## src/rtl/rggen_bus_arbiter.sv

```systemverilog
// Round-robin arbiter that funnels several register-access requesters onto a
// single downstream register bus, one transaction at a time.
//
// Handshake: a requester raises i_valid with its request fields and holds
// them until it sees its o_ready bit pulse for one cycle; that pulse carries
// o_status/o_read_data.  Downstream, o_m_valid and the o_m_* fields stay
// constant while BUSY, and the transaction completes in the first BUSY cycle
// with i_m_ready=1 (or is aborted with SLAVE_ERROR after TIMEOUT BUSY cycles
// when TIMEOUT is non-zero).
module rggen_bus_arbiter #(
    parameter int REQUESTERS    = 2,
    parameter int ADDRESS_WIDTH = 8,
    parameter int DATA_WIDTH    = 32,
    parameter int TIMEOUT       = 0
) (
    input  logic                                clk,
    input  logic                                rst_n,
    input  logic [REQUESTERS-1:0]               i_valid,
    input  logic [REQUESTERS-1:0]               i_write,
    input  logic [REQUESTERS*ADDRESS_WIDTH-1:0] i_address,
    input  logic [REQUESTERS*DATA_WIDTH-1:0]    i_write_data,
    input  logic [REQUESTERS*DATA_WIDTH-1:0]    i_strobe,
    output logic [REQUESTERS-1:0]               o_ready,
    output logic [1:0]                          o_status,
    output logic [DATA_WIDTH-1:0]               o_read_data,
    output logic                                o_m_valid,
    output logic                                o_m_write,
    output logic [ADDRESS_WIDTH-1:0]            o_m_address,
    output logic [DATA_WIDTH-1:0]               o_m_write_data,
    output logic [DATA_WIDTH-1:0]               o_m_strobe,
    input  logic                                i_m_ready,
    input  logic [1:0]                          i_m_status,
    input  logic [DATA_WIDTH-1:0]               i_m_read_data,
    output logic                                debug_state
);

    localparam int GW = (REQUESTERS > 1) ? $clog2(REQUESTERS) : 1;
    localparam int CW = (TIMEOUT > 0) ? $clog2(TIMEOUT + 1) : 1;
    localparam logic [CW-1:0] COUNT_LAST = (TIMEOUT > 0) ? CW'(TIMEOUT - 1) : '0;
    localparam logic [GW-1:0] GRANT_LAST = GW'(REQUESTERS - 1);

    typedef enum logic {
        IDLE = 1'b0,
        BUSY = 1'b1
    } state_t;

    state_t          state;
    state_t          state_next;
    logic [GW-1:0]   grant;
    logic [GW-1:0]   pointer;
    logic [GW-1:0]   pick;
    logic            pick_valid;
    logic [CW-1:0]   count;
    logic            timed_out;
    logic            complete;
    int              idx;

    assign debug_state = (state == BUSY);

    // Round-robin search: first valid requester at or after the pointer, wrapping.
    always_comb begin
        pick       = '0;
        pick_valid = 1'b0;
        idx        = 0;
        for (int k = 0; k < REQUESTERS; k++) begin
            idx = int'(pointer) + k;
            if (idx >= REQUESTERS) begin
                idx = idx - REQUESTERS;
            end
            if (!pick_valid && i_valid[idx]) begin
                pick       = GW'(idx);
                pick_valid = 1'b1;
            end
        end
    end

    // A downstream response always beats a coincident timeout.
    assign timed_out = (TIMEOUT > 0) && (state == BUSY) && !i_m_ready && (count == COUNT_LAST);
    assign complete  = (state == BUSY) && (i_m_ready || timed_out);

    // Next-state logic.
    always_comb begin
        state_next = state;
        case (state)
            IDLE:    if (pick_valid) state_next = BUSY;
            BUSY:    if (complete)   state_next = IDLE;
            default: state_next = IDLE;
        endcase
    end

    // Response pulse to the granted requester; zero outside completion cycles.
    always_comb begin
        o_ready     = '0;
        o_status    = 2'd0;
        o_read_data = '0;
        if (complete) begin
            o_ready[grant] = 1'b1;
            if (i_m_ready) begin
                o_status    = i_m_status;
                o_read_data = i_m_read_data;
            end else begin
                o_status = 2'd2;
            end
        end
    end

    // State register.
    always_ff @(posedge clk or negedge rst_n) begin
        if (!rst_n) begin
            state <= IDLE;
        end else begin
            state <= state_next;
        end
    end

    // Downstream request registers, grant, pointer and BUSY cycle counter.
    always_ff @(posedge clk or negedge rst_n) begin
        if (!rst_n) begin
            o_m_valid      <= 1'b0;
            o_m_write      <= 1'b0;
            o_m_address    <= '0;
            o_m_write_data <= '0;
            o_m_strobe     <= '0;
            grant          <= '0;
            pointer        <= '0;
            count          <= '0;
        end else if ((state == IDLE) && pick_valid) begin
            o_m_valid      <= 1'b1;
            o_m_write      <= i_write[pick];
            o_m_address    <= i_address[pick*ADDRESS_WIDTH +: ADDRESS_WIDTH];
            o_m_write_data <= i_write_data[pick*DATA_WIDTH +: DATA_WIDTH];
            o_m_strobe     <= i_strobe[pick*DATA_WIDTH +: DATA_WIDTH];
            grant          <= pick;
            count          <= '0;
        end else if (complete) begin
            o_m_valid <= 1'b0;
            pointer   <= (grant == GRANT_LAST) ? '0 : grant + 1'b1;
            count     <= '0;
        end else if ((state == BUSY) && (TIMEOUT > 0)) begin
            count <= count + 1'b1;
        end
    end

endmodule

```

## config.mk

```make
export PLATFORM = sky130hd
export DESIGN_NAME = rggen_bus_arbiter
export DESIGN_NICKNAME = d
export VERILOG_FILES = /design/src/rtl/rggen_bus_arbiter.sv
export SDC_FILE = /design/constraint.sdc
export NUM_CORES = 1
export LEC_CHECK = 0
export BUFFER_PORTS_ARGS = -buffer_cell sky130_fd_sc_hd__clkbuf_2
export CORE_AREA = 2 2 116 118
export DETAILED_ROUTE_END_ITERATION = 10
export DIE_AREA = 0 0 118 120
export GPL_ROUTABILITY_DRIVEN = 0
export GPL_TIMING_DRIVEN = 0
export PLACE_DENSITY_LB_ADDON = 0.3
export SLEW_MARGIN = 0
export SYNTH_ARGS = -nofsm -noshare
export SYNTH_HDL_FRONTEND = slang
export SYNTH_SLANG_ARGS = --single-unit
```

## constraint.sdc

```tcl
create_clock -name clk -period 2 [get_ports clk]
set_input_delay 0.1 -clock clk [delete_from_list [all_inputs] [get_ports clk]]
set_output_delay 0.1 -clock clk [all_outputs]
set_load 0.1 [all_outputs]
```

==> out/metrics.cfg, run 1 <==
[critical_path]
cp.arrival_ps=1790
r2r_cells=5
crit_type=flop to output pin
ff2ff_setup_slack_ps=540
crit_start=debug_state$_DFF_PN0_
cp_top_family=buffers and inverters
cp_cell_sequence=clkbuf_1 -> clkbuf_2 -> and3_2 -> clkbuf_4
crit_fanout=10
slowest_stage=dfrtp_2
critical_path_required_ps=1900
r2r_end=o_m_write_data[24]$_DFFE_PN0P_
crit_buf_inv=3
endpoint_kind=output pin
slowest_delay_ps=380
critPathLaunchType=flop
crit-reg2reg-launch=debug_state$_DFF_PN0_

[layout]
drive_gt1_share_pct=47.45
final_util_pct=46.63
fin_cells=960
diodes=0
final_nets=964
syn2layout_area_growth_pct=53.80

[worst_hold_path]
min_path_type=primary input to flop
hold_end=o_m_strobe[31]$_DFFE_PN0P_
hold_depth=3
holdCritStartpoint=i_strobe[31]

[sta]
tns_ps=0
skew_ps=7.363
fin_crit_sh_pct=94.41
hold_viol=0
rsz0062_at_grt=false
worst_slew_pin_slew_ps=594.8
setup_violations=0
slew_viol_final=0
fin_ws_ps=111.7
fmax_mhz=529.6
relSlewSlack_pct=60.51
fin_crit_ps=1888

[clock_network]
cts_tree=done
clk_latency_ps=330
cts-root-buf=clkbuf_16
htreeDepth=3
cts-buffers-inserted=9
clk_path_buf_depth=2
clk_pin_slew_ps=60
cts.sinks=77

[yosys]
yosysSeqAreaShare_pct=48.97
syn_area_um2=3935
netlist_instances=472
synth-simple-area-share_pct=22.42
yosysMostFrequentCell=dfrtp_1
synth_area_leaders=dfrtp_1 (49%), a31oi_1 (12%), nand3_1 (9.3%)
syn_avg_cell_area_um2=8.337
synth_edf_count=0
async_flop_share_pct=100.0
ys_top_cells_by_count=dfrtp_1 (77), nor2_1 (75), a31oi_1 (73), nand3_1 (73), o21ai_1 (70)
synth-seq-cells=77
ys_types=20
synth_top_area_cell=dfrtp_1
synth_top_family_by_area=simple AND/OR/NAND/NOR gates
synth_compound_area_share_pct=21.97
synth.top_cell.area_share_pct=48.97
yosys.area_share.adder_pct=0
synthesis.nets=657
synth_xor_xnor_area_share_pct=0
synthMuxAreaShare_pct=0
yosys_most_used_dff=dfrtp_1
yosysWarningCount=0

[run]
cap_violations=0

[placement]
dp_cells=943
port-buffer-count=294
hpwl_um=11500
pre_cts_slack_ps=275.7

[power]
pwr-share-comb_pct=65.1
p_switching_mw=7.755
p_leak_nw=3.083
power_frac_seq_pct=21.3
p_int_mw=4.443
clockPowerShare_pct=13.6
irDropWorstVdd_mv=0.9961
power_density_nw_per_um2=2015
swShare_pct=63.58

[floorplanning]
die_w_um=118
die_h_um=120
initial_core_util_pct=30.32
fp.coreArea_um2=12980
boundaryPins=296
die_area_um2=14160
rows=42

[drt]
ant_nets=0
routedWlPerCell_um=15.64
vias=4784
initialDrtViolationCount=271
drt_pass1_iterations=4
drt_wl_total_um=15020
drt-vias-per-instance=4.983
drc=0

[global_routing]
grt_overflow=0
grt_pass1_wl_um=23470
antenna_found_initial=0
grt_max_degree=44
grt_usage_pct=20.86
grt_pass1_vias=4581

[status]
status=finished clean

worst max-delay path by stage:
| stage | end | slack (ps) | cells after the start |
|---|---|---|---|
| after floorplan | o_ready[0] | 50 | 3 |
| after global placement | debug_state$_DFF_PN0_ | -140 | 1 |
| after detailed placement | o_read_data[3] | 280 | 4 |
| after CTS | o_read_data[12] | 40 | 4 |
| after global routing | o_read_data[15] | 5 | 4 |
| final | o_read_data[15] | 110 | 4 |
repair_timing:
item,4_1_cts,5_1_grt
endpoints found under the hold margin,34,0
resized for setup,20,4
hold buffers,1,0
endpoints found under the setup margin,20,20
setup buffers,0,0
cell families after synthesis:
group	after synthesis
and+or+nand+nor	186
AOI/OAI and AO/OA	152
DFF	77
buffers and inverters	57
registers in the layout, indices dropped and copies added (netlist names):
name / count
o_m_valid: 1
debug_state: 1
o_m_write: 1
o_m_address: 8
pointer: 1
grant: 1
o_m_write_data: 32
o_m_strobe: 32
metrics by stage:
stage | cell area [um2] | power, mW | hold WS, ps
6_report | 6052 | 12.20 | 16.75
3_5_place_dp | 5687 | 10.56 | 135.6
5_1_grt | 6052 | 12.70 | 19.59
3_3_place_gp | 5657 | 10.52 | 361.9
4_1_cts | 6050 | 12.27 | 7.774
2_1_floorplan | 3965 | 9.092 | -195.6
power by group through the flow:
stage                     Sequential, mW  Combinational [mW]  Clock, mW
after detailed placement            2.62                7.94          0
after floorplan                     7.27                1.82          0
after CTS                           2.60                7.96       1.70
after global routing                2.68                8.24       1.78
after global placement              2.60                7.92          0
final                               2.60                7.94       1.66
tightest hold or removal path, delay by kind of cell:
family,cells,cell delay (ps)
AOI/OAI and AO/OA,2,140
buffers and inverters,1,80
final cells by class:
type                            count  area (um2)
Clock inverter                      4       56.30
Tap cell                          176       220.2
Buffer                             55       256.5
Multi-Input combinational cell    338        1775
Inverter                            2       7.507
Clock buffer                       12       246.5
Timing Repair Buffer              296        1562
Fill cell                        1375        6928
Sequential cell                    77        1928
placed cells by master, fill, tap and decap left out, drive strengths merged, types with 2 or more instances in the layout:
cell type  count
a31oi         73
and3          35
buf           40
clkbuf       322
clkinv         2
dfrtp         77
inv            3
nand3         73
nor2          75
o21ai         75
per-layer routing:
| metal | track usage, % | wire length [um] |
|---|---|---|
| met1 | 25.84 | 6290 |
| met2 | 36.01 | 7480 |
| met3 | 4.800 | 1024 |
| met4 | 6.627 | 224 |
| met5 | 0 | 0 |
(Power assumes the default switching activity.)
==> run 2, diff against run 1 <==
--- a/config.mk
+++ b/config.mk
@@ -7,6 +7,7 @@
 export LEC_CHECK = 0
 export BUFFER_PORTS_ARGS = -buffer_cell sky130_fd_sc_hd__clkbuf_2
 export CORE_AREA = 2 2 116 118
+export CTS_BUF_LIST = sky130_fd_sc_hd__clkbuf_4 sky130_fd_sc_hd__clkbuf_8 sky130_fd_sc_hd__clkbuf_16
 export DETAILED_ROUTE_END_ITERATION = 10
 export DIE_AREA = 0 0 118 120
 export GPL_ROUTABILITY_DRIVEN = 0
==> run 2 against run 1 <==
Register-to-register slack about the same. Sequential share of layout area about the same. Sequential cell count stayed put. First-iteration DRC count is 0.74% higher. Utilization up 0.058 points. Largest power group unchanged.
==> out/metrics.cfg, run 2 (synthesis results as in run 1) <==
[floorplanning]
die_h_um=120
rows=42
fp.coreArea_um2=12980
die_area_um2=14160
die_w_um=118
initial_core_util_pct=30.32
boundaryPins=296

[global_routing]
grt_usage_pct=20.86
grt_pass1_wl_um=23470
antenna_found_initial=0
grt_overflow=0
grt_pass1_vias=4581
grt_max_degree=44

[layout]
fill_cells=1374
final_util_pct=46.68
mostFrequentLayoutCells=clkbuf_2 (275), dfrtp_1 (76), nor2_1 (74)
syn2layout_area_growth_pct=53.99
regArea_um2=1928
final_common_cell=clkbuf_2
diodes=0
multi_input_area_um2=1775
drive_gt1_share_pct=47.70
final_nets=964
largestRegisters=o_m_strobe: 32 flops, o_m_write_data: 32 flops, o_m_address: 8 flops

[drt]
drt_pass1_iterations=4
drc=0
drt-vias-per-instance=4.981
vias=4782
ant_nets=0
routedWlPerCell_um=15.67
initialDrtViolationCount=273
drt_wl_total_um=15040

[status]
status=finished clean

[clock_network]
cts_setup_buffers=0
clk_latency_ps=330
cts_tree=done
cts.sinks=77
cts-root-buf=clkbuf_16
htreeDepth=3
cts-buffers-inserted=9
clk_pin_slew_ps=70
clk_path_buf_depth=2

[sta]
relSlewSlack_pct=60.51
skew_ps=8.057
fin_crit_sh_pct=94.27
fmax_mhz=530.4
setup_violations=0
slew_viol_final=0
fin_hold_ws_ps=16.98
rsz0062_at_grt=false
worst_slew_pin_slew_ps=594.8
hold_viol=0
fin_crit_ps=1885

[power]
p_leak_nw=3.090
power_density_nw_per_um2=2017
irDropWorstVdd_mv=0.9972

[placement]
port-buffer-count=294
hpwl_um=11500

[critical_path]
ff2ff_setup_slack_ps=530
crit_type=flop to output pin
r2r_cells=5
crit_fanout=10
critPathLaunchType=flop
r2r_end=o_m_write_data[24]$_DFFE_PN0P_
cp.arrival_ps=1790
critical_path_required_ps=1900
endpoint_kind=output pin
crit-reg2reg-launch=debug_state$_DFF_PN0_

[run]
cap_violations=0

[worst_hold_path]
hold_end=o_m_strobe[31]$_DFFE_PN0P_
holdCritStartpoint=i_strobe[31]
hold_depth=3
min_path_type=primary input to flop

==> run 2: cell types whose count changed in the layout (fill, tap and decap cells not counted) <==
cell,change
clkbuf_4,+2
clkbuf_1,-2
==> run 2: layout make-up <==
class	instances	area share, %
Buffer	55	4.233
Sequential cell	77	31.82
Timing Repair Buffer	296	25.77
Multi-Input combinational cell	338	29.30
Clock buffer	12	4.192
Inverter	2	0.1239
Tap cell	176	3.634
Clock inverter	4	0.9292
==> run 2: critical path, stage by stage, from the launching register on <==
cell      delay (ps)
dfrtp_2          380
clkbuf_1         290
clkbuf_2         250
and3_2           210
clkbuf_4         330
==> run 2: power breakdown <==
part / switching (mW) / leakage [nW] / total [mW] / internal, mW
combinational: 6.72 / 2.07 / 7.93 / 1.22
sequential: 0.381 / 0.861 / 2.60 / 2.22
clock: 0.654 / 0.154 / 1.69 / 1.04
total: 7.75 / 3.09 / 12.2 / 4.47
==> run 2: worst max path at each step <==
| stage | from | end |
|---|---|---|
| finish | debug_state$_DFF_PN0_ | o_read_data[15] |
| global route | debug_state$_DFF_PN0_ | o_read_data[15] |
| CTS | debug_state$_DFF_PN0_ | o_read_data[12] |
| detailed placement | debug_state$_DFF_PN0_ | o_read_data[3] |
| global placement | rst_n | debug_state$_DFF_PN0_ |
| floorplan | debug_state$_DFF_PN0_ | o_ready[0] |
==> run 2: routing by layer <==
metal  global-route usage [%]  vias up  part of all wire (%)
met2                    36.01      216                    50
li1                         -     2326                     -
met4                    6.627        0                   1.5
met3                    4.800       18                   7.6
met5                        0        -                     0
met1                    25.84     2222                    41
==> run 2: timing repair <==
action,4_1_cts,5_1_grt
hold buffers,1,0
hold endpoints to repair,34,0
endpoints found under the setup margin,20,20
resized for setup,20,4
==> run 2: per-stage QoR <==
stage | instance area, um2 | worst slack [ps] | power [mW] | instances | TNS [ps]
after floorplan | 3965 | 54.75 | 9.092 | 472 | 0
after global placement | 5657 | -143.2 | 10.52 | 942 | -143.2
after detailed placement | 5687 | 275.7 | 10.56 | 943 | 0
after CTS | 6057 | 43.24 | 12.30 | 960 | 0
after global routing | 6060 | 4.916 | 12.73 | 960 | 0
final | 6060 | 114.5 | 12.22 | 960 | 0
==> run 3, diff against run 2 <==
--- a/config.mk
+++ b/config.mk
@@ -5,6 +5,7 @@
 export SDC_FILE = /design/constraint.sdc
 export NUM_CORES = 1
 export LEC_CHECK = 0
+export ABC_AREA = 1
 export BUFFER_PORTS_ARGS = -buffer_cell sky130_fd_sc_hd__clkbuf_2
 export CORE_AREA = 2 2 116 118
 export CTS_BUF_LIST = sky130_fd_sc_hd__clkbuf_4 sky130_fd_sc_hd__clkbuf_8 sky130_fd_sc_hd__clkbuf_16
==> run 3 against run 2 <==
Non-clock buffer count is 10 lower. Count of clock-buffer cells in the layout stayed put. First-iteration DRC count is 23% higher. Critical path depth stayed put. Final area is 15% higher. Sequential share of layout area is 4.0 points lower. Die area stayed put. Critical path type unchanged.
==> out/metrics.cfg, run 3 <==
[run]
cap_violations=0

[yosys]
yosysMostFrequentCell=nand2_1
synth_top_area_cell=dfrtp_1
yosysWarningCount=0
synth_xor_xnor_area_share_pct=0
synthesis.nets=901
synth_compound_area_share_pct=0.3814
synth_edf_count=0
synth_top_family_by_area=simple AND/OR/NAND/NOR gates
ys_types=13
async_flop_share_pct=100.0
syn_avg_cell_area_um2=6.415
netlist_instances=716
synth-simple-area-share_pct=37.46
synthMuxAreaShare_pct=0
synth.top_cell.area_share_pct=41.95
yosys_most_used_dff=dfrtp_1
syn_area_um2=4593
ys_top_cells_by_count=nand2_1 (225), inv_1 (182), nand3_1 (146), dfrtp_1 (77), nor2_1 (37)
yosysSeqAreaShare_pct=41.95
synth-seq-cells=77
synth_area_leaders=dfrtp_1 (42%), nand2_1 (18%), nand3_1 (16%)
yosys.area_share.adder_pct=0

[layout]
regArea_um2=1928
mostFrequentLayoutCells=clkbuf_2 (267), nand2_1 (225), inv_1 (182)
diodes=0
multi_input_area_um2=1983
final_common_cell=clkbuf_2
largestRegisters=o_m_strobe: 32 flops, o_m_write_data: 32 flops, o_m_address: 8 flops
final_nets=1209
stdcell_area_um2=6943
drive_gt1_share_pct=38.10
fill_cells=1337
syn2layout_area_growth_pct=51.16

[global_routing]
grt_max_degree=40
grt_usage_pct=21.75
grt_pass1_wl_um=24430
grt_pass1_vias=4957
grt_overflow=0
antenna_found_initial=0

[placement]
dpl_cell_area_um2=6559
hpwl_um=11880
port-buffer-count=295
pre_cts_slack_ps=-41.55

[drt]
routedWlPerCell_um=12.54
drt_wl_total_um=15110
drc=0
drt_pass1_iterations=6
vias=5235
drt-vias-per-instance=4.344
ant_nets=0
initialDrtViolationCount=336

[floorplanning]
die_w_um=118
fp.coreArea_um2=12980
rows=42
boundaryPins=296
initial_core_util_pct=35.39
die_h_um=120
die_area_um2=14160

[sta]
relSlewSlack_pct=61.11
setup_violations=0
worst_slew_pin_slew_ps=585.8
skew_ps=5.190
fin_crit_sh_pct=95.41
hold_viol=0
fmax_mhz=524.0
slew_viol_final=0
fin_ws_ps=91.76
tns_ps=0
rsz0062_at_grt=false
fin_crit_ps=1908

[status]
status=finished clean

[critical_path]
cp.arrival_ps=1810
crit_buf_inv=2
crit-reg2reg-launch=pointer$_DFFE_PN0P_
critPathLaunchType=flop
r2r_cells=8
crit_fanout=10
cp_cell_sequence=nand2_1 -> clkbuf_2 -> nor2_4 -> clkbuf_2
slowest_stage=clkbuf_2
worst-path-stages=4
ff2ff_setup_slack_ps=560
slowest_delay_ps=460
endpoint_kind=output pin
crit_top_cell=clkbuf_2
r2r_end=o_m_strobe[11]$_DFFE_PN0P_
cp_top_family=buffers and inverters
crit_type=flop to output pin
critical_path_required_ps=1900

[worst_hold_path]
hold_depth=5
hold_end=o_m_strobe[18]$_DFFE_PN0P_
holdCritStartpoint=i_strobe[18]
min_path_type=primary input to flop

[clock_network]
clk_path_buf_depth=2
htreeDepth=3
cts_tree=done
cts.sinks=77
clk_latency_ps=330
cts-root-buf=clkbuf_16
cts-buffers-inserted=9
clk_pin_slew_ps=60

run 3: worst register-to-register path, stage by stage, from the launching register on:
cell,delay [ps]
dfrtp_1,360
inv_1,60
nand2_1,60
nand2_1,70
buf_2,250
buf_2,280
nand2_1,110
nand3_1,100
nand2_1,50
run 3: how the worst max path moves through the flow:
stage	startpoint	end	slack, ps
3_3_place_gp	rst_n	debug_state$_DFF_PN0_	-120
5_1_grt	debug_state$_DFF_PN0_	o_read_data[4]	2
3_5_place_dp	debug_state$_DFF_PN0_	o_read_data[9]	-40
6_report	debug_state$_DFF_PN0_	o_read_data[19]	90
2_1_floorplan	debug_state$_DFF_PN0_	o_read_data[10]	-9
4_1_cts	debug_state$_DFF_PN0_	o_read_data[6]	20
run 3: final cells by class:
type	count	area share (%)
inverters	183	9.894
flip-flops and latches	77	27.77
well taps	176	3.172
plain buffers	44	3.604
repair buffers	297	22.24
clock inverters	4	1.009
clock buffers	12	3.748
multi-input cells	412	28.56
run 3: through the flow:
stage,util [%],hold slack [ps],cells
2_1_floorplan,-,-195.6,716
3_3_place_gp,50.36,396.8,1187
3_5_place_dp,50.53,153.6,1188
4_1_cts,53.44,54.02,1205
5_1_grt,53.49,79.82,1205
6_report,53.49,62.75,1205
run 3: cells by family after synthesis:
kind of cell | Yosys count
buffers and inverters | 227
AOI/OAI and AO/OA | 3
DFF | 77
and+or+nand+nor | 409
run 3: layer usage:
layer	up-vias	share of wire, %	track usage, %
met4	0	2.3	8.810
met5	-	0	0
met2	220	50	37.10
li1	2708	-	-
met1	2281	41	26.71
met3	26	7.5	4.800
run 3: timing repair:
action / CTS / global route
buffers inserted: 0 / 0
endpoints found under the setup margin: 30 / 26
resized for setup: 16 / 18
hold buffers: 1 / 0
hold endpoints to repair: 38 / 0
pin swaps: 0 / 0
Power of run 3 is not shown: default switching activity piles up to over one toggle a cycle in this logic, so the estimate is an artifact.
